File: src/rtl/replace_num_inserter_pkg.sv
// replace_num_inserter_pkg: shared widths, depth and counter helpers for the replace_num inserter.
`ifndef UART_REPLACE_NUM_ADDR_WIDTH
`define UART_REPLACE_NUM_ADDR_WIDTH 4
`endif
`ifndef UART_REPLACE_NUM_DATA_WIDTH
`define UART_REPLACE_NUM_DATA_WIDTH 8
`endif
`ifndef UART_REPLACE_NUM_ADDR_SIZE
`define UART_REPLACE_NUM_ADDR_SIZE (1 << `UART_REPLACE_NUM_ADDR_WIDTH)
`endif
`ifndef REPLACE_NUM_COUNT_WIDTH
`define REPLACE_NUM_COUNT_WIDTH 16
`endif

package replace_num_inserter_pkg;
  localparam int RN_DATA_WIDTH  = `UART_REPLACE_NUM_DATA_WIDTH;
  localparam int RN_ADDR_WIDTH  = `UART_REPLACE_NUM_ADDR_WIDTH;
  localparam int RN_DEPTH       = `UART_REPLACE_NUM_ADDR_SIZE;
  localparam int RN_COUNT_WIDTH = `REPLACE_NUM_COUNT_WIDTH;

  function automatic logic [RN_COUNT_WIDTH-1:0] sat_inc(input logic [RN_COUNT_WIDTH-1:0] c);
    return &c ? c : c + 1'b1;
  endfunction
endpackage

File: src/rtl/replace_num_inserter_if.sv
// replace_num_inserter_if: input stream, output stream and replace_num_mem read port of the inserter.
interface replace_num_inserter_if
  import replace_num_inserter_pkg::*;
#(
  parameter int DATA_WIDTH = RN_DATA_WIDTH,
  parameter int ADDR_WIDTH = RN_ADDR_WIDTH
);
  logic [DATA_WIDTH-1:0] in_data;
  logic                  in_valid;
  logic                  in_ready;
  logic [ADDR_WIDTH-1:0] mem_rd_addr;
  logic                  mem_rd_en;
  logic [DATA_WIDTH-1:0] mem_data;
  logic                  mem_valid;
  logic [DATA_WIDTH-1:0] out_data;
  logic                  out_valid;
  logic                  out_ready;
  logic                  out_replaced;

  modport slave (
    input  in_data, in_valid, out_ready, mem_data, mem_valid,
    output in_ready, mem_rd_addr, mem_rd_en, out_data, out_valid, out_replaced
  );

  modport master (
    output in_data, in_valid, out_ready, mem_data, mem_valid,
    input  in_ready, mem_rd_addr, mem_rd_en, out_data, out_valid, out_replaced
  );
endinterface

File: src/rtl/replace_num_seq_ctr.sv
// replace_num_seq_ctr: wrapping sequence index; seq_reset forces index 0 for the current cycle and restarts the count.
module replace_num_seq_ctr #(
  parameter int ADDR_WIDTH = 4
) (
  input  logic                  clk,
  input  logic                  n_reset,
  input  logic                  seq_reset,
  input  logic                  inc,
  output logic [ADDR_WIDTH-1:0] idx
);
  logic [ADDR_WIDTH-1:0] idx_q, idx_d;

  // current index honours a coinciding seq_reset; wrap is the natural overflow
  always_comb begin
    idx   = seq_reset ? '0 : idx_q;
    idx_d = idx + ADDR_WIDTH'(inc);
  end

  // index register
  always_ff @(posedge clk) begin
    idx_q <= !n_reset ? '0 : idx_d;
  end
endmodule

File: src/rtl/replace_num_inserter.sv
// replace_num_inserter: tags stream words with a wrapping index and swaps in one-shot replacements from replace_num_mem.
// Defining REPLACE_NUM_COUNT_EN adds a saturating replace_count output.
module replace_num_inserter
  import replace_num_inserter_pkg::*;
#(
  parameter int DATA_WIDTH = RN_DATA_WIDTH,
  parameter int ADDR_WIDTH = RN_ADDR_WIDTH
) (
  input  logic                      clk,
  input  logic                      n_reset,
  input  logic                      seq_reset,
  replace_num_inserter_if.slave     bus
`ifdef REPLACE_NUM_COUNT_EN
  ,
  output logic [RN_COUNT_WIDTH-1:0] replace_count
`endif
);
  logic [ADDR_WIDTH-1:0] seq_idx;
  logic                  accept, load, rep_valid;
  logic [DATA_WIDTH-1:0] rep_data;
  logic                  s1_valid_q, s1_valid_d;
  logic [DATA_WIDTH-1:0] s1_data_q, s1_data_d;
  logic                  s1_mem_pending_q, s1_mem_pending_d;
  logic [DATA_WIDTH-1:0] s1_rep_data_q, s1_rep_data_d;
  logic                  s1_rep_valid_q, s1_rep_valid_d;
  logic                  out_valid_q, out_valid_d;
  logic [DATA_WIDTH-1:0] out_data_q, out_data_d;
  logic                  out_replaced_q, out_replaced_d;

  replace_num_seq_ctr #(.ADDR_WIDTH(ADDR_WIDTH)) u_seq_ctr (
    .clk      (clk),
    .n_reset  (n_reset),
    .seq_reset(seq_reset),
    .inc      (accept),
    .idx      (seq_idx)
  );

  // handshake, memory read request and next state of the two pipeline stages
  always_comb begin
    load             = s1_valid_q && (!out_valid_q || bus.out_ready);
    bus.in_ready     = n_reset && (!s1_valid_q || load);
    accept           = bus.in_valid && bus.in_ready;
    bus.mem_rd_en    = accept;
    bus.mem_rd_addr  = seq_idx;
    rep_valid        = s1_mem_pending_q ? bus.mem_valid : s1_rep_valid_q;
    rep_data         = s1_mem_pending_q ? bus.mem_data : s1_rep_data_q;
    s1_valid_d       = accept ? 1'b1 : (load ? 1'b0 : s1_valid_q);
    s1_data_d        = accept ? bus.in_data : s1_data_q;
    s1_mem_pending_d = accept;
    s1_rep_valid_d   = rep_valid;
    s1_rep_data_d    = rep_data;
    out_valid_d      = load ? 1'b1 : (bus.out_ready ? 1'b0 : out_valid_q);
    out_data_d       = load ? (rep_valid ? rep_data : s1_data_q) : out_data_q;
    out_replaced_d   = load ? rep_valid : out_replaced_q;
  end

  // pipeline registers; reset drops any in-flight words
  always_ff @(posedge clk) begin
    if (!n_reset) begin
      s1_valid_q       <= 1'b0;
      s1_data_q        <= '0;
      s1_mem_pending_q <= 1'b0;
      s1_rep_data_q    <= '0;
      s1_rep_valid_q   <= 1'b0;
      out_valid_q      <= 1'b0;
      out_data_q       <= '0;
      out_replaced_q   <= 1'b0;
    end else begin
      s1_valid_q       <= s1_valid_d;
      s1_data_q        <= s1_data_d;
      s1_mem_pending_q <= s1_mem_pending_d;
      s1_rep_data_q    <= s1_rep_data_d;
      s1_rep_valid_q   <= s1_rep_valid_d;
      out_valid_q      <= out_valid_d;
      out_data_q       <= out_data_d;
      out_replaced_q   <= out_replaced_d;
    end
  end

  assign bus.out_valid    = out_valid_q;
  assign bus.out_data     = out_data_q;
  assign bus.out_replaced = out_replaced_q;

`ifdef REPLACE_NUM_COUNT_EN
  logic [RN_COUNT_WIDTH-1:0] replace_count_q, replace_count_d;

  // count replaced words leaving the block; seq_reset wins over an increment
  always_comb begin
    replace_count_d = seq_reset ? '0 :
                      (out_valid_q && bus.out_ready && out_replaced_q) ? sat_inc(replace_count_q) :
                      replace_count_q;
  end

  // replace counter register
  always_ff @(posedge clk) begin
    replace_count_q <= !n_reset ? '0 : replace_count_d;
  end

  assign replace_count = replace_count_q;
`endif
endmodule

File: src/flat_wrapper.sv
// flat-port wrapper written by rule: the top's interface ports become plain ports
module replace_num_inserter_flat import replace_num_inserter_pkg::*;
#(
  parameter int DATA_WIDTH = RN_DATA_WIDTH,
  parameter int ADDR_WIDTH = RN_ADDR_WIDTH
)
  (clk, n_reset, seq_reset, bus_in_data, bus_in_valid, bus_out_ready, bus_mem_data, bus_mem_valid, bus_in_ready, bus_mem_rd_addr, bus_mem_rd_en, bus_out_data, bus_out_valid, bus_out_replaced);
  replace_num_inserter_if #(.DATA_WIDTH(DATA_WIDTH), .ADDR_WIDTH(ADDR_WIDTH)) bus_i ();
  input  logic clk;
  input  logic n_reset;
  input  logic seq_reset;
  input wire logic [$bits(bus_i.in_data)-1:0] bus_in_data;
  input wire logic [$bits(bus_i.in_valid)-1:0] bus_in_valid;
  input wire logic [$bits(bus_i.out_ready)-1:0] bus_out_ready;
  input wire logic [$bits(bus_i.mem_data)-1:0] bus_mem_data;
  input wire logic [$bits(bus_i.mem_valid)-1:0] bus_mem_valid;
  output wire logic [$bits(bus_i.in_ready)-1:0] bus_in_ready;
  output wire logic [$bits(bus_i.mem_rd_addr)-1:0] bus_mem_rd_addr;
  output wire logic [$bits(bus_i.mem_rd_en)-1:0] bus_mem_rd_en;
  output wire logic [$bits(bus_i.out_data)-1:0] bus_out_data;
  output wire logic [$bits(bus_i.out_valid)-1:0] bus_out_valid;
  output wire logic [$bits(bus_i.out_replaced)-1:0] bus_out_replaced;
  assign bus_i.in_data = bus_in_data;
  assign bus_i.in_valid = bus_in_valid;
  assign bus_i.out_ready = bus_out_ready;
  assign bus_i.mem_data = bus_mem_data;
  assign bus_i.mem_valid = bus_mem_valid;
  assign bus_in_ready = bus_i.in_ready;
  assign bus_mem_rd_addr = bus_i.mem_rd_addr;
  assign bus_mem_rd_en = bus_i.mem_rd_en;
  assign bus_out_data = bus_i.out_data;
  assign bus_out_valid = bus_i.out_valid;
  assign bus_out_replaced = bus_i.out_replaced;
  replace_num_inserter #(.DATA_WIDTH(DATA_WIDTH), .ADDR_WIDTH(ADDR_WIDTH)) u_core (.clk(clk), .n_reset(n_reset), .seq_reset(seq_reset), .bus(bus_i));
endmodule
File: config.mk
export PLATFORM = sky130hd
export DESIGN_NAME = replace_num_inserter_flat
export DESIGN_NICKNAME = d
export VERILOG_FILES = /design/src/rtl/replace_num_inserter_pkg.sv /design/src/rtl/replace_num_inserter_if.sv /design/src/rtl/replace_num_seq_ctr.sv /design/src/rtl/replace_num_inserter.sv /design/src/flat_wrapper.sv
export SDC_FILE = /design/constraint.sdc
export NUM_CORES = 1
export LEC_CHECK = 0
export CAP_MARGIN = 20
export CELL_PAD_IN_SITES_DETAIL_PLACEMENT = 0
export CELL_PAD_IN_SITES_GLOBAL_PLACEMENT = 2
export CORE_UTILIZATION = 28
export DETAILED_ROUTE_END_ITERATION = 10
export PLACE_DENSITY_LB_ADDON = 0.1
export SLEW_MARGIN = 20
export SYNTH_ARGS = -nofsm -noshare
export SYNTH_HDL_FRONTEND = slang
export SYNTH_SLANG_ARGS = --single-unit
File: constraint.sdc
create_clock -name clk -period 2.3 [get_ports clk]
set_input_delay 0.345 -clock clk [delete_from_list [all_inputs] [get_ports clk]]
set_output_delay 0.345 -clock clk [all_outputs]
set_load 0.005 [all_outputs]
---- After elaboration in Yosys (flattened, before gate mapping) ----
Cells that the tools add are included.
storage, ports and cells
  word-level logic and storage cells ...... 27
  register bits after elaboration ......... 33
  bits of input ports ..................... 22
cells by class
  multiplexer cells ....................... 8
  reduce and logical (&&, ||, !) cells .... 9
  $add $sub $neg .......................... 1
operator list
  kind                                    number
  8-bit 2-to-1 mux                        2
  1-bit 2-to-1 mux                        5
  4-bit by 1-bit adder with 4-bit output  1
  4-bit 2-to-1 mux                        1
  2-bit nonzero test                      2
  1-bit logical AND                       3
  1-bit zero test                         2
  1-bit logical OR                        2

---- Longest topological paths before layout ----
Gate-level depths: netlist (run 1).
  depth in word-level cells ............... 7
  depth in mapped cells ................... 7
  mapped depth without buffers ............ 6

---- Cells and area by module ----
Synthesis (run 1) repeated with hierarchy kept, for this count alone.
unflattened totals
  cell total of the unflattened synthesis .. 129
  area total of the unflattened synthesis .. 1360.1 µm²
by module, submodules not included
  module                times used  cells each  area each (µm²)  seq. area each (µm²)
  replace_num_inserter  1           112         1171.1           580.6
  replace_num_seq_ctr   1           17          188.9            80.1

---- Worst setup path after synthesis (run 1) ----
Ideal clock, no wire load.
  path kind ............................... input to register
  start ................................... input port bus_out_ready
  end ..................................... register u_core.u_seq_ctr.idx_q[2]
  stages .................................. 7
  arrival ................................. 1.558 ns
  buffers on the path ..................... 1
  path slack .............................. 0.627 ns
  cell sequence ........................... nand3b_1 and3_1 clkbuf_1 ha_1 ha_1 xor2_1 and2_1
between the ends
  word-level cells in the longest chain between the ends .. 6
ends and longest elaborated chain
  what                                    RTL line                    RTL
  from (decl)                             flat_wrapper.sv:14          input wire logic [$bits(bus_i.out_ready)-1:0] bus_out_ready;
  1-bit logical OR                        replace_num_inserter.sv:40  load = s1_valid_q && (!out_valid_q || bus.out_ready);
  1-bit logical AND                       replace_num_inserter.sv:40
  1-bit logical OR                        replace_num_inserter.sv:41  bus.in_ready = n_reset && (!s1_valid_q || load);
  1-bit logical AND                       replace_num_inserter.sv:41
  1-bit logical AND                       replace_num_inserter.sv:42  accept = bus.in_valid && bus.in_ready;
  net bus_mem_rd_en                       flat_wrapper.sv:19          output wire logic [$bits(bus_i.mem_rd_en)-1:0] bus_mem_rd_en;
  4-bit by 1-bit adder with 4-bit output  replace_num_seq_ctr.sv:16   idx_d = idx + ADDR_WIDTH'(inc);
  to (signal assigned)                    replace_num_seq_ctr.sv:21   idx_q <= !n_reset ? '0 : idx_d;
  to (decl)                               replace_num_seq_ctr.sv:11   logic [ADDR_WIDTH-1:0] idx_q, idx_d;
The timed path passes the listed nets, and every way through them passes these cells.
A chain may end at the register's enable or synchronous reset.

---- Final worst setup path (run 1) ----
  start ................................... input port bus_out_ready
  end ..................................... output port bus_mem_rd_en
between the ends
  word-level cells in the longest chain between the ends .. 5
ends and longest elaborated chain
  what               RTL line
  1-bit logical OR   replace_num_inserter.sv:40
  1-bit logical AND  replace_num_inserter.sv:40
  1-bit logical OR   replace_num_inserter.sv:41
  1-bit logical AND  replace_num_inserter.sv:41
  1-bit logical AND  replace_num_inserter.sv:42
  to (decl)          flat_wrapper.sv:19
No other way between the ends.

==> results of run 1 <==
==> final cells by class <==
| type | count | area share |
|---|---|---|
| Sequential cell | 33 | 0.357 |
| Tap cell | 52 | 0.0352 |
| Clock buffer | 5 | 0.0372 |
| Timing Repair Buffer | 43 | 0.224 |
| Inverter | 2 | 0.00406 |
| Multi-Input combinational cell | 84 | 0.339 |
| Clock inverter | 1 | 0.00270 |
==> logic make-up after synthesis <==
logic type | count (synthesis)
AO/OA/AOI/OAI | 20
XOR/XNOR | 2
adder cells (fa/ha/maj) | 2
buffers and inverters | 11
flip-flops | 33
multiplexers | 17
AND/OR/NAND/NOR | 43
==> how the worst min path moves through the flow <==
stage / start / to / depth (start not counted)
floorplan: seq_reset / u_core.u_seq_ctr.idx_q[3] / 1
global placement: u_core.s1_data_q[0] / u_core.s1_data_q[0] / 2
detailed placement: u_core.bus.out_data[3] / u_core.bus.out_data[3] / 1
CTS: u_core.s1_data_q[0] / u_core.s1_data_q[0] / 2
global route: u_core.s1_data_q[2] / u_core.s1_data_q[2] / 2
finish: u_core.s1_data_q[0] / u_core.s1_data_q[0] / 2
==> per-stage QoR <==
| stage | hold WS (ns) | utilization | worst slack (ns) | instances |
|---|---|---|---|---|
| final | 0.461 | 0.414 | 0.212 | 220 |
| after global routing | 0.477 | 0.414 | 0.145 | 220 |
| after CTS | 0.463 | 0.414 | 0.204 | 220 |
| after detailed placement | 0.450 | 0.397 | 0.213 | 214 |
| after global placement | 0.448 | 0.397 | 0.219 | 214 |
| after floorplan | 0.421 | - | 0.627 | 128 |
==> report_power, final <==
part / leakage (nW) / switching, mW / internal (mW) / total (mW)
registers: 0.270 / 0.0149 / 0.600 / 0.615
clock network: 0.0399 / 0.190 / 0.199 / 0.389
logic: 0.395 / 0.0592 / 0.0932 / 0.152
==> synthesized netlist by cell type <==
library cell,instances
nor2b_1,6
clkbuf_1,6
o21a_1,1
o21ai_0,8
inv_1,2
o2bb2ai_1,7
buf_2,1
and2_2,1
and2_1,11
nand3_1,2
nand3b_1,1
nand4_1,8
a21boi_1,1
xor2_1,2
and3_1,2
o2bb2ai_2,1
mux2_4,2
a21oi_1,1
mux2_2,7
nand2b_1,1
nand2_1,8
ha_1,2
mux2i_1,8
nor3b_1,3
dfxtp_1,33
buf_6,2
a21boi_0,1
==> sequential cells by signal (all words and copies together), names as in the netlist <==
signal                   flops
u_core.s1_data_q             8
u_core.u_seq_ctr.idx_q       4
u_core.s1_rep_data_q         8
u_core.s1_rep_valid_q        1
u_core.bus.out_valid         1
u_core.bus.out_data          8
u_core.s1_valid_q            1
u_core.bus.out_replaced      1
u_core.s1_mem_pending_q      1
==> worst reg2reg max path: stages, from the launching register on <==
cell      delay, ns
dfxtp_1        0.42
nand3b_1       0.13
and3_1         0.25
ha_1           0.25
ha_1           0.21
xor2_1         0.16
and2_1         0.16
==> metal layers <==
layer | vias to the layer above | wire, um | share of wire
met4 | 0 | 20 | 0.0065
met2 | 28 | 1460 | 0.47
met3 | 2 | 128 | 0.041
met1 | 481 | 1480 | 0.48
li1 | 528 | - | -
met5 | - | 0 | 0
==> qor.csv, run 1 <==
stage,metric,value,unit
status,status,"finished, violations left",
status,failing checks,design-rule violations,
global_route,met1 Use GR,0.161,
logic_synthesis,"Cell Area, Synth",0.00135,mm2
global_route,grt peak-use layer,met2,
route,Routed Antenna Nets,0,
setup_path,Crit Path Class,input port to output port,
placed_design,dpl cell area,0.00178,mm2
global_route,GR Util All Layers,0.133,
route,Wirelength per Cell,14.0,um
power_and_ir_drop,pwr/cell area,625,mW/mm2
timing,Final Hold Vio Count,0,
layout,cell area after layout,0.00185,mm2
die,Die Y,71.3,um
layout,post-layout net count,193,
setup_path,R2R depth,6,
placed_design,DP HPWL,2.08,mm
setup_path,"delay-heaviest family, CP",buffers and inverters,
logic_synthesis,Syn Nets,152,
timing,Slew headroom,0.727,
layout,Fill cells,433,
layout,synth-to-layout area growth,37.5,%
setup_path,Critical-path top delay cell,clkdlybuf4s50_1,
route,DRT iter0 DRCs,29,
setup_path,reg2reg start,u_core.s1_valid_q,
timing,setup_tns,0,ns
setup_path,Stages on worst setup path,4,
power_and_ir_drop,Leak Pwr,0.705,nW
setup_path,r2r endpoint,u_core.u_seq_ctr.idx_q[2],
setup_path,crit path launch type,input port,
min_path,Hold/Removal Path Class,flop to flop,
timing,Period minus WS final,2.09,ns
timing,Final period util,0.908,
setup_path,CP startpoint,bus_out_ready,
timing,skew final,0.00405,ns
setup_path,R2R Setup Slk,0.64,ns
clock_network,H-tree lvl count,2,
logic_synthesis,Synth Area per Inst,10.5,um2
placed_design,IO Port Bufs,37,
die,die width,71.3,um
clock_network,hold-fix buffers at CTS,0,
route,first drt pass iteration count,7,
die,Starting Density,0.301,
timing,unrepaired setup endpoints after global routing,no,
logic_synthesis,Synth top area share,0.491,
setup_path,worst path required time,1.96,ns
clock_network,post-CTS setup buffers,0,
die,# rows,24,
timing,Max Slew Vio Count,0,
clock_network,post-CTS sizing,0,
timing,endpoints failing setup,0,
setup_path,worst path buffer plus inverter count,2,
power_and_ir_drop,Tot Pwr,1.16,mW
setup_path,Critical Path Sink,bus_mem_rd_en,
logic_synthesis,yosys warns,0,
route,# DRC,2,
timing,Tightest Pin Transition,0.409,ns
logic_synthesis,Compound-Gate Fraction of Synth Area,0.107,
logic_synthesis,largest family of logic cells by synthesized area,simple AND/OR/NAND/NOR gates,
die,core area,0.00447,mm2
clock_network,CTS tree,yes,
layout,"commonest cells after routing, fill and taps aside","clkdlybuf4s50_1 (37), dfxtp_1 (33), and2_1 (11)",
setup_path,crit-path cells,clkdlybuf4s50_1 -> nand3b_1 -> and3_1 -> clkdlybuf4s50_1,
setup_path,crit-path max cell delay,0.53,ns
timing,Fmax achieved,479,MHz
logic_synthesis,Adder-Cell Fraction of Synth Area,0.0186,
logic_synthesis,"area leader, netlist",dfxtp_1,
clock_network,"CTS clk-pin slew, worst paths",0.06,ns
setup_path,crit end category,output port,
route,DR vias,1039,
setup_path,Crit Path Max Fanout,5,
layout,area occupied by multi-input gates,628,um2
clock_network,CTS Sinks,33,
logic_synthesis,Cells after Synth,128,
route,vias per cell,4.72,
global_route,gr ovfl total,0,
logic_synthesis,largest cells by area after synthesis,"dfxtp_1 (49%), mux2i_1 (5.9%), mux2_2 (5.9%)",
layout,register area,661,um2
layout,layout cell share with drive strength beyond 1,0.137,
global_route,pin count of the biggest net entering global routing,36,
logic_synthesis,register area share after synthesis,0.491,
layout,antenna diode count,0,
global_route,antenna violations before repair,0,
logic_synthesis,Yosys cell types,27,
logic_synthesis,simple-gate share of the synthesized area,0.188,
logic_synthesis,"flops & latches, synth",33,
clock_network,root buffer cell,clkbuf_8,
global_route,M3 GR Usage,0.0380,
power_and_ir_drop,worst IR drop on VDD,0.247,mV
clock_network,later-pin clock latency in the skew report,0.27,ns
die,io pins,38,
setup_path,CP dominant cell by count,clkdlybuf4s50_1,
die,Die Area,0.00509,mm2
clock_network,total CTS buffers,5,
flow_run,Max Cap Violations,0,
route,routed wire length,3.09,mm
layout,"commonest non-fill, non-tap cell in the layout",clkdlybuf4s50_1,
global_route,GR Layer Usage met2,0.215,
logic_synthesis,Synth Area in XOR/XNOR,0.0130,
logic_synthesis,mux share of post-synthesis cell area,0.140,
placed_design,Placer Congestion,0.646,
global_route,vias in the first global route,1091,
setup_path,CP arrival,1.74,ns
clock_network,maximum clock path buffer count,2,
global_route,first-pass GRT wire length,5.09,mm
No activity file was read; power rests on OpenSTA's default activity.
==> run 2: changes to the inputs <==
--- a/config.mk
+++ b/config.mk
@@ -5,10 +5,12 @@
 export SDC_FILE = /design/constraint.sdc
 export NUM_CORES = 1
 export LEC_CHECK = 0
+export ABC_CLOCK_PERIOD_IN_PS = 2300
 export CAP_MARGIN = 20
 export CELL_PAD_IN_SITES_DETAIL_PLACEMENT = 0
 export CELL_PAD_IN_SITES_GLOBAL_PLACEMENT = 2
 export CORE_UTILIZATION = 28
+export CTS_CLUSTER_SIZE = 25
 export DETAILED_ROUTE_END_ITERATION = 10
 export PLACE_DENSITY_LB_ADDON = 0.1
 export SLEW_MARGIN = 20
==> results of run 2 <==
Final layout, timing and power as in run 1 (identical DEF).
==> run 3: changes to the inputs <==
--- a/config.mk
+++ b/config.mk
@@ -10,7 +10,6 @@
 export CELL_PAD_IN_SITES_DETAIL_PLACEMENT = 0
 export CELL_PAD_IN_SITES_GLOBAL_PLACEMENT = 2
 export CORE_UTILIZATION = 28
-export CTS_CLUSTER_SIZE = 25
 export DETAILED_ROUTE_END_ITERATION = 10
 export PLACE_DENSITY_LB_ADDON = 0.1
 export SLEW_MARGIN = 20
==> results of run 3 <==
Final layout, timing and power as in run 1 (identical DEF).
